## src/rtl/twiddle_gen.sv

```systemverilog
// Purpose : sequenced radix-2 DIT FFT twiddle generator; quarter-wave cosine table with address folding.
// Latency : 2 cycles from accepted i_start to first o_valid, then one twiddle per cycle while i_ready=1.
// Backpr. : o_valid & ~i_ready stalls the butterfly counter and both pipeline stages; outputs hold.
// Ports   : i_clk/i_rst_n (sync active-low) | i_start,i_stage,i_inv command (taken only when o_busy=0)
//           o_busy high from accepted start to last accepted output | o_valid/i_ready output stream
//           o_re/o_im signed Q(W-FRAC-1).FRAC twiddle, o_k twiddle index, o_last on final output.
module twiddle_gen #(
   parameter int NFFT    = 32,
   parameter int W       = 16,
   parameter int FRAC    = 14,
   parameter     MEMFILE = "tw_cos.mem"
) (
   input  logic                            i_clk,
   input  logic                            i_rst_n,
   input  logic                            i_start,
   input  logic [$clog2(NFFT)-1:0]         i_stage,
   input  logic                            i_inv,
   output logic                            o_busy,
   output logic                            o_valid,
   input  logic                            i_ready,
   output logic signed [W-1:0]             o_re,
   output logic signed [W-1:0]             o_im,
   output logic [$clog2(NFFT/2)-1:0]       o_k,
   output logic                            o_last
);

   localparam int LOG2N = $clog2(NFFT);
   localparam int KW    = LOG2N - 1;           // width of j and k
   localparam int Q     = NFFT / 4;
   localparam int AW    = $clog2(Q + 1);
   localparam longint TWO_PI_S = 64'sd1686629713;  // 2*pi scaled by 2^28

   // Table contents equal the MEMFILE image: C[i] = round(cos(2*pi*i/NFFT) * 2^FRAC).
   // Evaluated at elaboration with a fixed-point Taylor series (2^28 scale) so no file is needed.
   function automatic int cos_fix(input int idx);
      longint s, x, x2, term, sum;
      s    = longint'(1) << 28;
      x    = (TWO_PI_S * longint'(idx) + longint'(NFFT / 2)) / longint'(NFFT);
      x2   = (x * x + s / 2) >>> 28;
      term = s;
      sum  = s;
      for (int n = 1; n <= 10; n++) begin
         term = -(term * x2) / (s * longint'((2 * n - 1) * (2 * n)));
         sum  = sum + term;
      end
      return int'((sum * (longint'(1) << FRAC) + s / 2) >>> 28);
   endfunction

   logic signed [W-1:0] ctab [0:Q];
   for (genvar g = 0; g <= Q; g++) begin : g_tab
      assign ctab[g] = W'(cos_fix(g));
   end

   typedef enum logic {S_IDLE, S_RUN} state_t;
   state_t state_q, state_d;

   logic [LOG2N-1:0]    stage_q;
   logic                inv_q;
   logic [KW-1:0]       j_q;
   logic                iss_q;       // still issuing j values into stage 1
   // stage 1
   logic                v1_q;
   logic [KW-1:0]       k1_q;
   logic [AW-1:0]       ra1_q, ia1_q;
   logic                nre1_q, nim1_q, last1_q;
   // stage 2 (output registers)
   logic                vld_q, last_q;
   logic signed [W-1:0] re_q, im_q;
   logic [KW-1:0]       k_q;

   logic                adv, start_acc, fin;
   logic [LOG2N-1:0]    stage_in, shamt;
   logic [KW-1:0]       jmask, kcalc;
   logic [AW-1:0]       ra_d, ia_d;
   logic                nre_d;
   int                  ki;
   logic signed [W-1:0] cre, cim, re_d, im_d;

   assign adv       = ~vld_q | i_ready;
   assign start_acc = (state_q == S_IDLE) & i_start;
   assign fin       = vld_q & i_ready & last_q;
   assign stage_in  = (i_stage > LOG2N'(KW)) ? LOG2N'(KW) : i_stage;

   // ---------------- FSM ----------------
   always_ff @(posedge i_clk) begin
      if (!i_rst_n) state_q <= S_IDLE;
      else          state_q <= state_d;
   end

   always_comb begin
      state_d = state_q;
      case (state_q)
         S_IDLE:  if (i_start) state_d = S_RUN;
         S_RUN:   if (fin)     state_d = S_IDLE;
         default: state_d = S_IDLE;
      endcase
   end

   always_comb begin
      o_busy = (state_q == S_RUN);
   end

   // k = (j mod 2^s) * 2^(KW-s); s never exceeds KW after clamping
   always_comb begin
      jmask = ~({KW{1'b1}} << stage_q);
      shamt = LOG2N'(KW) - stage_q;
      kcalc = (j_q & jmask) << shamt;
   end

   // Fold k onto the quarter table: first quadrant reads C[k] / C[Q-k],
   // second quadrant reads C[2Q-k] / C[k-Q] with the real part negated.
   always_comb begin
      ki = int'(kcalc);
      if (ki <= Q) begin
         ra_d  = AW'(ki);
         ia_d  = AW'(Q - ki);
         nre_d = 1'b0;
      end else begin
         ra_d  = AW'(2 * Q - ki);
         ia_d  = AW'(ki - Q);
         nre_d = 1'b1;
      end
   end

   always_comb begin
      cre  = ctab[ra1_q];
      cim  = ctab[ia1_q];
      re_d = nre1_q ? -cre : cre;
      im_d = nim1_q ? -cim : cim;
   end

   // ---------------- counter and pipeline ----------------
   always_ff @(posedge i_clk) begin
      if (!i_rst_n) begin
         stage_q <= '0;
         inv_q   <= 1'b0;
         j_q     <= '0;
         iss_q   <= 1'b0;
         v1_q    <= 1'b0;
         k1_q    <= '0;
         ra1_q   <= '0;
         ia1_q   <= '0;
         nre1_q  <= 1'b0;
         nim1_q  <= 1'b0;
         last1_q <= 1'b0;
         vld_q   <= 1'b0;
         last_q  <= 1'b0;
         re_q    <= '0;
         im_q    <= '0;
         k_q     <= '0;
      end else begin
         if (start_acc) begin
            stage_q <= stage_in;
            inv_q   <= i_inv;
            j_q     <= '0;
            iss_q   <= 1'b1;
         end else if (adv && iss_q) begin
            j_q <= j_q + 1'b1;
            if (&j_q) iss_q <= 1'b0;
         end

         if (adv) begin
            v1_q <= iss_q;
            if (iss_q) begin
               k1_q    <= kcalc;
               ra1_q   <= ra_d;
               ia1_q   <= ia_d;
               nre1_q  <= nre_d;
               nim1_q  <= ~inv_q;   // forward twiddle has -sin; inverse conjugates it
               last1_q <= &j_q;
            end
            vld_q <= v1_q;
            if (v1_q) begin
               re_q   <= re_d;
               im_q   <= im_d;
               k_q    <= k1_q;
               last_q <= last1_q;
            end
         end
      end
   end

   assign o_valid = vld_q;
   assign o_re    = re_q;
   assign o_im    = im_q;
   assign o_k     = k_q;
   assign o_last  = vld_q & last_q;

endmodule

```

## config.mk

```make
export PLATFORM = sky130hd
export DESIGN_NAME = twiddle_gen
export DESIGN_NICKNAME = d
export VERILOG_FILES = /design/src/rtl/twiddle_gen.sv
export SDC_FILE = /design/constraint.sdc
export NUM_CORES = 1
export LEC_CHECK = 0
export CAP_MARGIN = 20
export CORE_AREA = 8 8 122 146
export CTS_CLUSTER_DIAMETER = 100
export DETAILED_ROUTE_END_ITERATION = 7
export DIE_AREA = 0 0 130 154
export SETUP_SLACK_MARGIN = 0.2
export SYNTH_ARGS = -nofsm -noshare
export SYNTH_HDL_FRONTEND = slang
export SYNTH_SLANG_ARGS = --single-unit
```

## constraint.sdc

```tcl
create_clock -name i_clk -period 3.9 [get_ports i_clk]
set_input_delay 0.78 -clock i_clk [delete_from_list [all_inputs] [get_ports i_clk]]
set_output_delay 0.78 -clock i_clk [all_outputs]
set_load 0.1 [all_outputs]
```

Yosys cells after proc, flatten, opt, wreduce, memory -nomap -nowiden. Memory sizes are Yosys's and may differ from the RTL's. Cells that the tools add are included.

Reductions and logical operators: 8. $lt $le $gt $ge: 4. Add/sub/neg operators: 7. Multiplexer cells: 16. Shift-type cells: 2. Bitwise operators: 13.

Operator list (number): 16-bit two-way mux (6); 16-bit negation (2); 5-bit greater-or-equal comparator, second input constant (2); 4-bit inverter with 5-bit output (2); 4-bit two-way mux (2); 1-bit two-way mux (6); 2-bit AND reduction (3); 5-bit by 3-bit > comparator with 1-bit output, second input constant (1); 5-bit two-way mux (1); 4-bit by 5-bit left shift with 4-bit output (1); 4-bit by 5-bit left shift with 4-bit output, first input constant (1); 3-bit by 5-bit subtractor with 5-bit output, first input constant (1); 4-bit by 1-bit adder with 4-bit output, second input constant (1); 1-bit AND (4); 4-bit AND (1); 4-bit less-or-equal comparator, second input constant (1); 1-bit inverter (4); 4-bit inverter (1); 4-bit AND reduction (1); 2-bit nonzero test (2); 1-bit by 4-bit subtractor with 4-bit output, first input constant (1); 4-bit subtractor, first input constant (1); 4-bit subtractor, second input constant (1); 1-bit one-hot mux with 2 select lines (1); 3 further kinds (3).

Output and inout port bits: 39. Memories: 2. Word-level logic and storage cells: 69. Input port bits: 10. Register bits after elaboration: 66. Memory bits (read-only): 512.

Memories: (name not given) (depth 16, width 16, rd ports 1, clocked after memory_dff 0, wr ports 0, line 127) `cim = ctab[ia1_q];`; (name not given) (depth 16, width 16, rd ports 1, clocked after memory_dff 0, wr ports 0, line 126) `cre = ctab[ra1_q];`.

Depth between registers and ports, before layout.
Depth after elaboration: 6. Depth in mapped cells: 12. Depth with buffers taken out: 11.

Least setup slack after synthesis. No wires, ideal clock.

Kind: flip-flop to flip-flop. From: register, netlist name k1_q[0]. To: register im_q[6] (netlist: o_im[6]). Path buffers: 1. Arrival time: 2681 ps. Required time: 3813 ps. Clock period less this slack: 2768 ps. Setup slack: 1132 ps. Library setup time: 87 ps. Stages on the path, launching flop included: 13. Cell sequence: dfxtp_1 -> clkbuf_1 -> inv_1 -> ha_1 -> nor2b_1 -> nor3_1 -> inv_1 -> ha_1 -> inv_1 -> a2bb2oi_1 -> a21boi_0 -> xor2_1 -> o31ai_1.

RTL lines: end signal: assignment (line 175) `im_q <= im_d;`; end: declaration (line 68) `logic signed [W-1:0] re_q, im_q;`.

==> impl_results.md <==
* Latest clock arrival within the worst-skew pair at around 0.33 ns
* Slew at the pin closest to its max-slew limit at slightly above 1 ns
* Final TNS setup at 0 ns
* Sequential area share after synthesis at 0.339
* CP endpoint kind: flop
* Syn Area/Cell at 7.91 um2
* TritonCTS clock tree: done
* Yosys top cell by area: dfxtp_1
* Required time worst endpoint at between 4 and 5 ns
* Clock Skews at between 0.009 and 0.01 ns
* Synthesized area at ~3800 um2
* Total gr overflow at 0
* Comb power frac at 0.186
* Post-Syn Instances at 477
* CP Class: reg -> reg
* Root Buffer: clkbuf_16
* Crit path time final at between 2 and 3 ns
* Die area at 20,000 um2
* Overall routing resource usage at 0.104
* Most common cell on crit path: inv_1
* Global-route wire length before repair at around 17,000 um
* Clock net sink count at 64
* CTS Buf Count at 9
* Drt drc at 0
* Startpoint Class: flop
* Clock slew at reported path FFs at about 0.06 ns
* Pre-CTS WS at between 0.9 and 1 ns
* Syn_nets at 502
* Max rail drop VDD at ~0.22 mV
* Final HPWL DP at 7300 um
* Post-synth top area share at 0.339
* Worst EP arrival at roughly 3.2 ns
* Reg2reg path depth at 11
* Crit path cell chain: inv_1 > ha_1 > nand2_1 > a21oi_1 > inv_1 > ha_1 > inv_1 > a2bb2oi_1 > a21boi_0 > xor2_1 > o31ai_1
* CP peak stage delay at 0.66 ns
* Power share of the sequential group at 0.350
* PostCTS Resize Cnt at 0
* Worst slew margin at 0.315
* Hold Vio Cnt, Final at 0
* Via count at around 3,500
* CP bufs+invs at 3
* RSZ-0062 raised after global routing: false
* MaxCap Viol Count at 0
* Switching Share at 0.303
* Worst hold endpoint: last_q$_SDFFE_PN0P_
* Area Overhead vs Synth at 26.0%
* Final wirelength at 10,000 um
* Async set-reset flop share out of synthesis at 0
* Vias in the first global route at between 3,000 and 4,000
* Core footprint at 15,500 um2
* Pwr dens at approximately 430 nW/um2
* Reg2reg setup slack at 0.92 ns
* H-tree levels at 3
* Hold-fix buffers, CTS at 0
* Post-synthesis register bit count at 64
* Routed Antenna Nets at 0
* Leak at about 0.0016 uW
* ANT cells at 0
* Ys Warns at 0
* Post-route non-filler standard cell count at around 720
* Vias per inst at between 4 and 5
* Post-CTS setup buffers at 0
* Fin. max-slew vios at 0
* Int Pwr at 1430 uW
* Max Clock Freq at between 300 and 400 MHz
* Crit-path max FO at 17
* Pwr Total at about 2000 uW
* Number of distinct library cells after synthesis at just over 60
* Nets@finish at 530
* Slowest CP cell: dfxtp_1
* Top post-synthesis cells by area: dfxtp_1 34%, a21oi_1 6.0%, ha_1 5.0%
* Worst path top cell family by delay: compound AO/OA/AOI/OAI gates
* Pre-Repair DR Iteration Count at 4
* Hold path startpoint: last_q$_SDFFE_PN0P_
* Initial antenna violation count at 0
* DRT iter0 DRCs at between 200 and 250
* Die width at 130 um
* Min-Delay Path Class: reg -> reg
* I/O pins at 49
* I/O Buffers at 48
* Placed instance count at roughly 700
* Net Switching at around 620 uW
* EDFF count, synth at 0
* Final WS setup at 0.922 ns
* Endpoints failing setup at 0
* Die span in y at ~150 um
* Num rows at 50
* WL/cell at between 10 and 15 um
* Layout cells sized above 1 at 0.0510
* Clk buf depth at 2
* Crit Reg-Reg Startpoint: k1_q[0]$_SDFFE_PN0P_
* Reg2reg end: o_im[6]$_SDFFE_PN0P_
* Clock Power Share at 0.464
* Main synth FF type: dfxtp_1
* Initial core utilization at 0.244
* Status: finished clean
* Gpl congestion at roughly 0.86
* Fin crit share at 0.764
* Hold depth at 2
* Largest net degree at the start of global routing at between 50 and 60
## layer usage
metal  track usage  vias up  part of all wire
li1              -     1779                 -
met1         0.120     1657              0.43
met2         0.182       59              0.50
met3        0.0273        9             0.050
met4        0.0283        0             0.011
met5             0        -                 0
## kinds of logic (layout without fill, tap and decap cells)
| kind of cell | count (synthesis) | in the layout | synth area share |
|---|---|---|---|
| AOI/OAI and AO/OA | 150 | 150 | 0.264 |
| DFF | 64 | 64 | 0.339 |
| xor gates and xnor gates | 24 | 24 | 0.0557 |
| buffers and inverters | 49 | 82 | 0.0514 |
| muxes | 3 | 3 | 0.00829 |
| adders and majority gates | 15 | 15 | 0.0497 |
| and+or+nand+nor | 172 | 172 | 0.232 |
## cell usage after synthesis, types with 2 or more instances
cell       count
nand3_1       11
nor3_1         8
nand2b_1      15
a221o_1        2
buf_1          4
a21oi_1       45
o41ai_1        4
o31a_1         2
and4_1         3
nand3b_1       3
a21boi_0       3
o211ai_1       4
a22oi_1        3
nor2_1        38
nor3b_1        5
mux2i_1        2
clkbuf_1      28
buf_2          2
nor2b_1        8
o21bai_1       2
or3_1          6
or4_1          3
and3_1         4
ha_1          15
nand4_1        2
xor2_1        15
nand2_1       46
xnor2_1        9
and2_1         7
o31ai_1        5
a211oi_1      18
a31oi_1        6
nor4_1         9
dfxtp_1       64
o211a_1        2
o21a_1         5
o21ai_0       26
a211o_1        6
a2bb2oi_1      2
inv_1         14
## worst max-delay path by stage
stage,cells after the start,to,start
6_report,11,o_im[6]$_SDFFE_PN0P_,k1_q[0]$_SDFFE_PN0P_
2_1_floorplan,12,o_im[6]$_SDFFE_PN0P_,k1_q[0]$_SDFFE_PN0P_
4_1_cts,11,o_im[6]$_SDFFE_PN0P_,k1_q[0]$_SDFFE_PN0P_
5_1_grt,11,o_im[6]$_SDFFE_PN0P_,k1_q[0]$_SDFFE_PN0P_
3_3_place_gp,11,o_im[6]$_SDFFE_PN0P_,k1_q[0]$_SDFFE_PN0P_
3_5_place_dp,11,o_im[6]$_SDFFE_PN0P_,k1_q[0]$_SDFFE_PN0P_
## worst register-to-register path, delay by kind of cell (launching register included)
family                     cells  cell delay (ns)
AOI/OAI and AO/OA              4             0.97
DFF                            1             0.66
adders and majority gates      2             0.60
buffers and inverters          3             0.40
xor gates and xnor gates       1             0.19
and+or+nand+nor                1             0.07
## registers in the layout (all words and copies together) (netlist names), 3 cells and up
signal   cells
o_k          4
o_im        16
stage_q      5
ra1_q        3
o_re        16
k1_q         4
j_q          4
ia1_q        3
## cell type report
type                            instances  area (um2)
Inverter                               14        52.6
Timing Repair Buffer                   52         510
Multi-Input combinational cell        364        2300
Tap cell                              208         260
Sequential cell                        64        1280
Clock inverter                          7         125
Clock buffer                            9         225
Fill cell                            1651       10700
## cell usage in the layout (no fill, tap or decap), drive strengths merged, types with 8 or more instances in the layout
cell type and n:
inv 17, a211oi 18, nand2 46, xor2 15, nor3 8, clkdlybuf4s50 48, a21oi 46, nand2b 15
nor2b 8, clkbuf 9, dfxtp 64, ha 15, xnor2 9, nor2 38, nand3 11, nor4 9
o21ai 26
## power by group through the flow
stage	registers [uW]	logic [uW]	clock network, uW
after global routing	723	410	1000
after detailed placement	731	382	0
after floorplan	845	176	0
after global placement	730	381	0
after CTS	717	383	978
final	717	380	951
## stage by stage
step,util,instance area [um2],hold slack [ns]
detailed placement,0.285,4400,0.447
global placement,0.285,4400,0.447
finish,0.308,4750,0.452
global route,0.308,4750,0.479
floorplan,-,3770,0.414
CTS,0.308,4750,0.456
Note: power is estimated with default switching activity, not from simulation.
